$ cat config.mk
export PLATFORM = sky130hd
export DESIGN_NAME = fetch
export DESIGN_NICKNAME = d
export VERILOG_FILES = /design/src/rtl/fetch.sv
export SDC_FILE = /design/constraint.sdc
export NUM_CORES = 1
export LEC_CHECK = 0
export CELL_PAD_IN_SITES_DETAIL_PLACEMENT = 0
export CELL_PAD_IN_SITES_GLOBAL_PLACEMENT = 2
export CORE_AREA = 2 2 177 214
export DETAILED_ROUTE_END_ITERATION = 8
export DIE_AREA = 0 0 179 216
export HOLD_SLACK_MARGIN = 0.03
export PLACE_DENSITY = 0.84
export SLEW_MARGIN = 15
export SYNTH_ARGS = -nofsm -noshare
export SYNTH_HDL_FRONTEND = slang
export SYNTH_SLANG_ARGS = --single-unit
$ cat constraint.sdc
create_clock -name clk -period 1.82 [get_ports clk]
set_input_delay 0.364 -clock clk [delete_from_list [all_inputs] [get_ports clk]]
set_output_delay 0.364 -clock clk [all_outputs]
set_load 0.05 [all_outputs]
$ cat src/rtl/fetch.sv
// Instruction-fetch stage: owns the PC, issues word requests to busio, and feeds
// decode through output registers backed by a one-entry skid buffer.
module fetch #(
  parameter logic [31:0] RESET_VECTOR = 32'h0000_0000
) (
  input  logic        clk,
  input  logic        reset_n,
  input  logic        stall,
  input  logic        branch_taken,
  input  logic [31:0] branch_address,
  input  logic        mret,
  input  logic [31:0] mret_address,
  input  logic        traped,
  input  logic [31:0] trap_address,
  output logic        fetch_request,
  output logic [31:0] fetch_address,
  input  logic        fetch_ready,
  input  logic [31:0] fetch_data,
  output logic        instruction_valid,
  output logic [31:0] instruction,
  output logic [31:0] pc,
  output logic [31:0] next_pc
);

  localparam int unsigned XLEN = 32;
  localparam logic [XLEN-1:0] NOP_INSN = 32'h0000_0013;
  localparam logic [XLEN-1:0] WORD_BYTES = 32'd4;

  logic            run_q, run_d;
  logic [XLEN-1:0] fetch_pc_q, fetch_pc_d;
  logic            discard_q, discard_d;
  logic [XLEN-1:0] disc_addr_q, disc_addr_d;
  logic            skid_valid_q, skid_valid_d;
  logic [XLEN-1:0] skid_data_q, skid_data_d;
  logic [XLEN-1:0] skid_pc_q, skid_pc_d;
  logic            out_valid_q, out_valid_d;
  logic [XLEN-1:0] out_insn_q, out_insn_d;
  logic [XLEN-1:0] out_pc_q, out_pc_d;

  logic            redirect;
  logic [XLEN-1:0] target;
  logic            accept;

  // Redirect target selection and bus-side request generation
  always_comb begin
    redirect = traped | mret | branch_taken;
    if (traped)    target = trap_address;
    else if (mret) target = mret_address;
    else           target = branch_address;
    target = {target[XLEN-1:2], 2'b00};

    fetch_request = run_q & (~skid_valid_q | discard_q);
    // an orphaned request keeps its original address until its response returns
    fetch_address = discard_q ? disc_addr_q : fetch_pc_q;
    accept        = fetch_request & fetch_ready & ~discard_q & ~redirect;
  end

  // Next-state for PC, discard tracking, skid and decode-facing registers
  always_comb begin
    run_d        = 1'b1;
    fetch_pc_d   = fetch_pc_q;
    discard_d    = discard_q;
    disc_addr_d  = disc_addr_q;
    skid_valid_d = skid_valid_q;
    skid_data_d  = skid_data_q;
    skid_pc_d    = skid_pc_q;
    out_valid_d  = out_valid_q;
    out_insn_d   = out_insn_q;
    out_pc_d     = out_pc_q;

    if (redirect) begin
      fetch_pc_d = target;
    end else if (accept) begin
      fetch_pc_d = fetch_pc_q + WORD_BYTES;
    end

    if (redirect && fetch_request && !fetch_ready) begin
      discard_d   = 1'b1;
      disc_addr_d = fetch_address;
    end else if (fetch_ready) begin
      discard_d = 1'b0;
    end

    if (redirect) begin
      out_valid_d  = 1'b0;
      skid_valid_d = 1'b0;
    end else if (stall) begin
      if (accept) begin
        skid_valid_d = 1'b1;
        skid_data_d  = fetch_data;
        skid_pc_d    = fetch_pc_q;
      end
    end else if (skid_valid_q) begin
      out_valid_d  = 1'b1;
      out_insn_d   = skid_data_q;
      out_pc_d     = skid_pc_q;
      skid_valid_d = 1'b0;
    end else if (accept) begin
      out_valid_d = 1'b1;
      out_insn_d  = fetch_data;
      out_pc_d    = fetch_pc_q;
    end else begin
      out_valid_d = 1'b0;
    end
  end

  always_ff @(posedge clk or negedge reset_n) begin
    if (!reset_n) begin
      run_q        <= 1'b0;
      fetch_pc_q   <= RESET_VECTOR;
      discard_q    <= 1'b0;
      disc_addr_q  <= RESET_VECTOR;
      skid_valid_q <= 1'b0;
      skid_data_q  <= NOP_INSN;
      skid_pc_q    <= RESET_VECTOR;
      out_valid_q  <= 1'b0;
      out_insn_q   <= NOP_INSN;
      out_pc_q     <= RESET_VECTOR;
    end else begin
      run_q        <= run_d;
      fetch_pc_q   <= fetch_pc_d;
      discard_q    <= discard_d;
      disc_addr_q  <= disc_addr_d;
      skid_valid_q <= skid_valid_d;
      skid_data_q  <= skid_data_d;
      skid_pc_q    <= skid_pc_d;
      out_valid_q  <= out_valid_d;
      out_insn_q   <= out_insn_d;
      out_pc_q     <= out_pc_d;
    end
  end

  assign instruction_valid = out_valid_q;
  assign instruction       = out_insn_q;
  assign pc                = out_pc_q;
  assign next_pc           = out_pc_q + WORD_BYTES;

endmodule

==> summary.md <==
| Metric | Value |
|---|---|
| Distinct cells, synth | 58 |
| Layout cells sized above 1 | 53.2% |
| CTS Buffer Depth | 2 |
| Dominant register cell in the synthesized netlist | dfrtp_1 |
| Area growth from synthesis to layout | 79.1% |
| Worst relative slew slack | about two thirds |
| Sequential share of the synthesized area | 48.6% |
| Root Driver | clkbuf_16 |
| Vias in the first global route | 8513 |
| Most common cell after layout, fill and taps aside | buf_4 |
| 1st-iter DRT viols | 430 |
| RSZ-0062 raised after global routing | true |
| Fin. max-slew vios | 0 |
| Max Cap Viol | 0 |
| YS warnings | 0 |
| Pleak | 7.65 nW |
| Clk_lat worst skew | approximately 0.45 ns |
| Die extent in y | 216 µm |
| Netlist Area Pre-Place | 0.00980 mm² |
| EDFF count, synth | 0 |
| CP required | 1.46 ns |
| Largest net degree at the start of global routing | 63 |
| DRT Wirelength | 34.8 mm |
| Final Critical Period | 2.55 ns |
| Total GRT Usage | around 16% |
| GPL Wtd Cong | 0.863 |
| Post-route cell area | 0.0176 mm² |
| Fillers | ~3200 |
| WP data arrival | 2.19 ns |
| Final setup vio count | 214 |
| Inserted Diodes | 0 |
| Core Util, Final | around half |
| TritonRoute pass-1 iters | 4 |
| Failing checks | setup timing |
| Final Skew | 0.0111 ns |
| Crit share post-route | 140% |
| Detail Route Antenna Nets | 0 |
| Initial Util | 26.8% |
| Syn_area_per_cell | around 11 µm² |
| Die area | 0.0387 mm² |
| Commonest cells after routing, fill and taps aside | buf_4 (181), dfrtp_1 (162), clkdlybuf4s50_1 (126) |
| GR Overflow Total | 0 |
| # nets final | ~1500 |
| Worst Max-Slew Pin Slew | around 0.5 ns |
| Non-Filler Instances | 1832 |
| Power Density | 948 mW/mm² |
| Crit end category | primary output |
| Port-buffer cells | 254 |
| Crit Path Category | flop to primary output |
| Multi-input combinational cell area | 0.00619 mm² |
| Tightest Hold Check Type | input pin to async pin |
| Setup TNS | -75.80 ns |
| Fmax | 0.392 GHz |
| DR vias | between 8000 and 9000 |
| Global-route wire length before repair | between 40 and 50 mm |
| Worst Path Max Fanout | 8 |
| Async set-reset flop share out of synthesis | 100% |
| Hold Slack | 0.386 ns |
| Num CTS Buffers | 17 |
| Final Worst Setup Slack | -0.733 ns |
| Clock sinks | 190 |
| Storage cell area | about 0.0048 mm² |
| Initial antenna violation count | 0 |
| IO Pins | 265 |
| Wirelength per Cell | ~19 µm |
| DP Area | 0.0146 mm² |
| Crit path launch type | flop |
| #FFs+latches synth | 190 |
| Post-DP HPWL | 22.9 mm |
| H-tree levels | 4 |
| DRC | 0 |
| VDD IR max | 0.000812 V |
| Die W | about 180 µm |
| Vias per inst | roughly 4.8 |
| Core Rows | 77 |
| TritonCTS clock tree | built |
| Placed instance count | 1730 |
| Status | finished, violations left |
| Hold Fails Final Rpt | 0 |
| CORE AREA | 0.0365 mm² |
| Clock transition at path regs | ~0.07 ns |
| Syn Inst Count | 917 |
-- Yosys cell counts, drive strengths merged (7+ instances only) --
library cell  instances  share of area [%]
and3                 14               0.89
nand4                16                1.0
o22ai                 8               0.51
buf                  29                1.9
a211oi               10               0.77
a221oi                9               0.80
clkbuf               39                1.6
mux2i                65                6.6
inv                  19               0.73
and2                  7               0.45
nor2                 40                1.5
mux2                120                 14
dfrtp               184                 47
nand3                26                1.3
xnor2                21                1.9
nand2                90                3.4
xor2                 13                1.2
nor3                 13               0.72
a21oi                31                1.6
o21ai                76                3.9
-- routing by layer --
layer  wire length [µm]  vias to the layer above  global-route usage, %
met1              15000                     4426                   20.5
met3               1590                       18                   3.37
li1                   -                     4180                      -
met5                  0                        -                      0
met2              17800                      230                   27.3
met4                425                        0                   4.12
-- state kept, by name, indices dropped and copies added (netlist names) --
register,flops
pc,30
instruction,32
discard_q,1
instruction_valid,1
run_q,1
skid_data_q,32
disc_addr_q,32
fetch_pc_q,30
skid_valid_q,1
skid_pc_q,30
-- path summary, 6_finish.rpt --
check | cells past startpoint | from | end | slack [ns]
min | 2 | reset_n | instruction[26] | 0.39
max | 7 | pc[8] | next_pc[26] | -0.73
min in group clk | 5 | traped | fetch_pc_q[10] | 0.47
max in group asynchronous | 3 | reset_n | instruction[0] | 0.83
min reg2reg | 2 | instruction[1] | instruction[1] | 0.48
max reg2reg | 10 | discard_q | instruction[17] | -0.44
-- final cells by class --
cell class	instances	area share, %
clock buffers	21	2.57
clock inverters	11	1.02
inverters	19	0.421
multi-input cells	646	35.3
flip-flops and latches	190	27.3
well taps	474	3.38
repair buffers	471	30.0
-- critical path, cell delays in order, from the launching register on --
cell and delay [ns]:
dfrtp_2 0.37, and4_4 0.26, and3_4 0.20, and3_4 0.20
buf_12 0.12, nand4_1 0.19, xnor2_4 0.24, buf_12 0.15
-- stage by stage --
stage / setup WS (ns) / power, mW
2_1_floorplan: -0.505 / 9.08
5_1_grt: -0.826 / 17.4
6_report: -0.733 / 16.6
4_1_cts: -0.740 / 16.2
3_3_place_gp: -0.435 / 11.6
3_5_place_dp: -0.453 / 11.7
-- logic make-up after synthesis --
logic type,count (synthesis),synth area share (%)
buf+inv,87,4.21
flops,190,48.6
other cells,2,0.0766
mux,185,20.4
fa+ha+maj,2,0.255
simple gates,230,11.3
xor+xnor,34,3.04
compound gates,187,12.1
-- what timing repair did --
item                                   CTS  global route
hold buffers                             1             0
cloned                                   3            25
gates resized for setup                116           242
buffers inserted                        15            35
endpoints found under the hold margin   24             0
setup endpoints to repair               63           215
pin swaps                               39           128
-- report_power, final --
group          switching (mW)  internal, mW  leakage (nW)  total [mW]
combinational            3.81          3.17          4.94        6.98
clock                    1.74          2.36         0.305        4.10
sequential              0.510          5.04          2.41        5.55
total                    6.06          10.6          7.65        16.6
(Power assumes the default switching activity.)
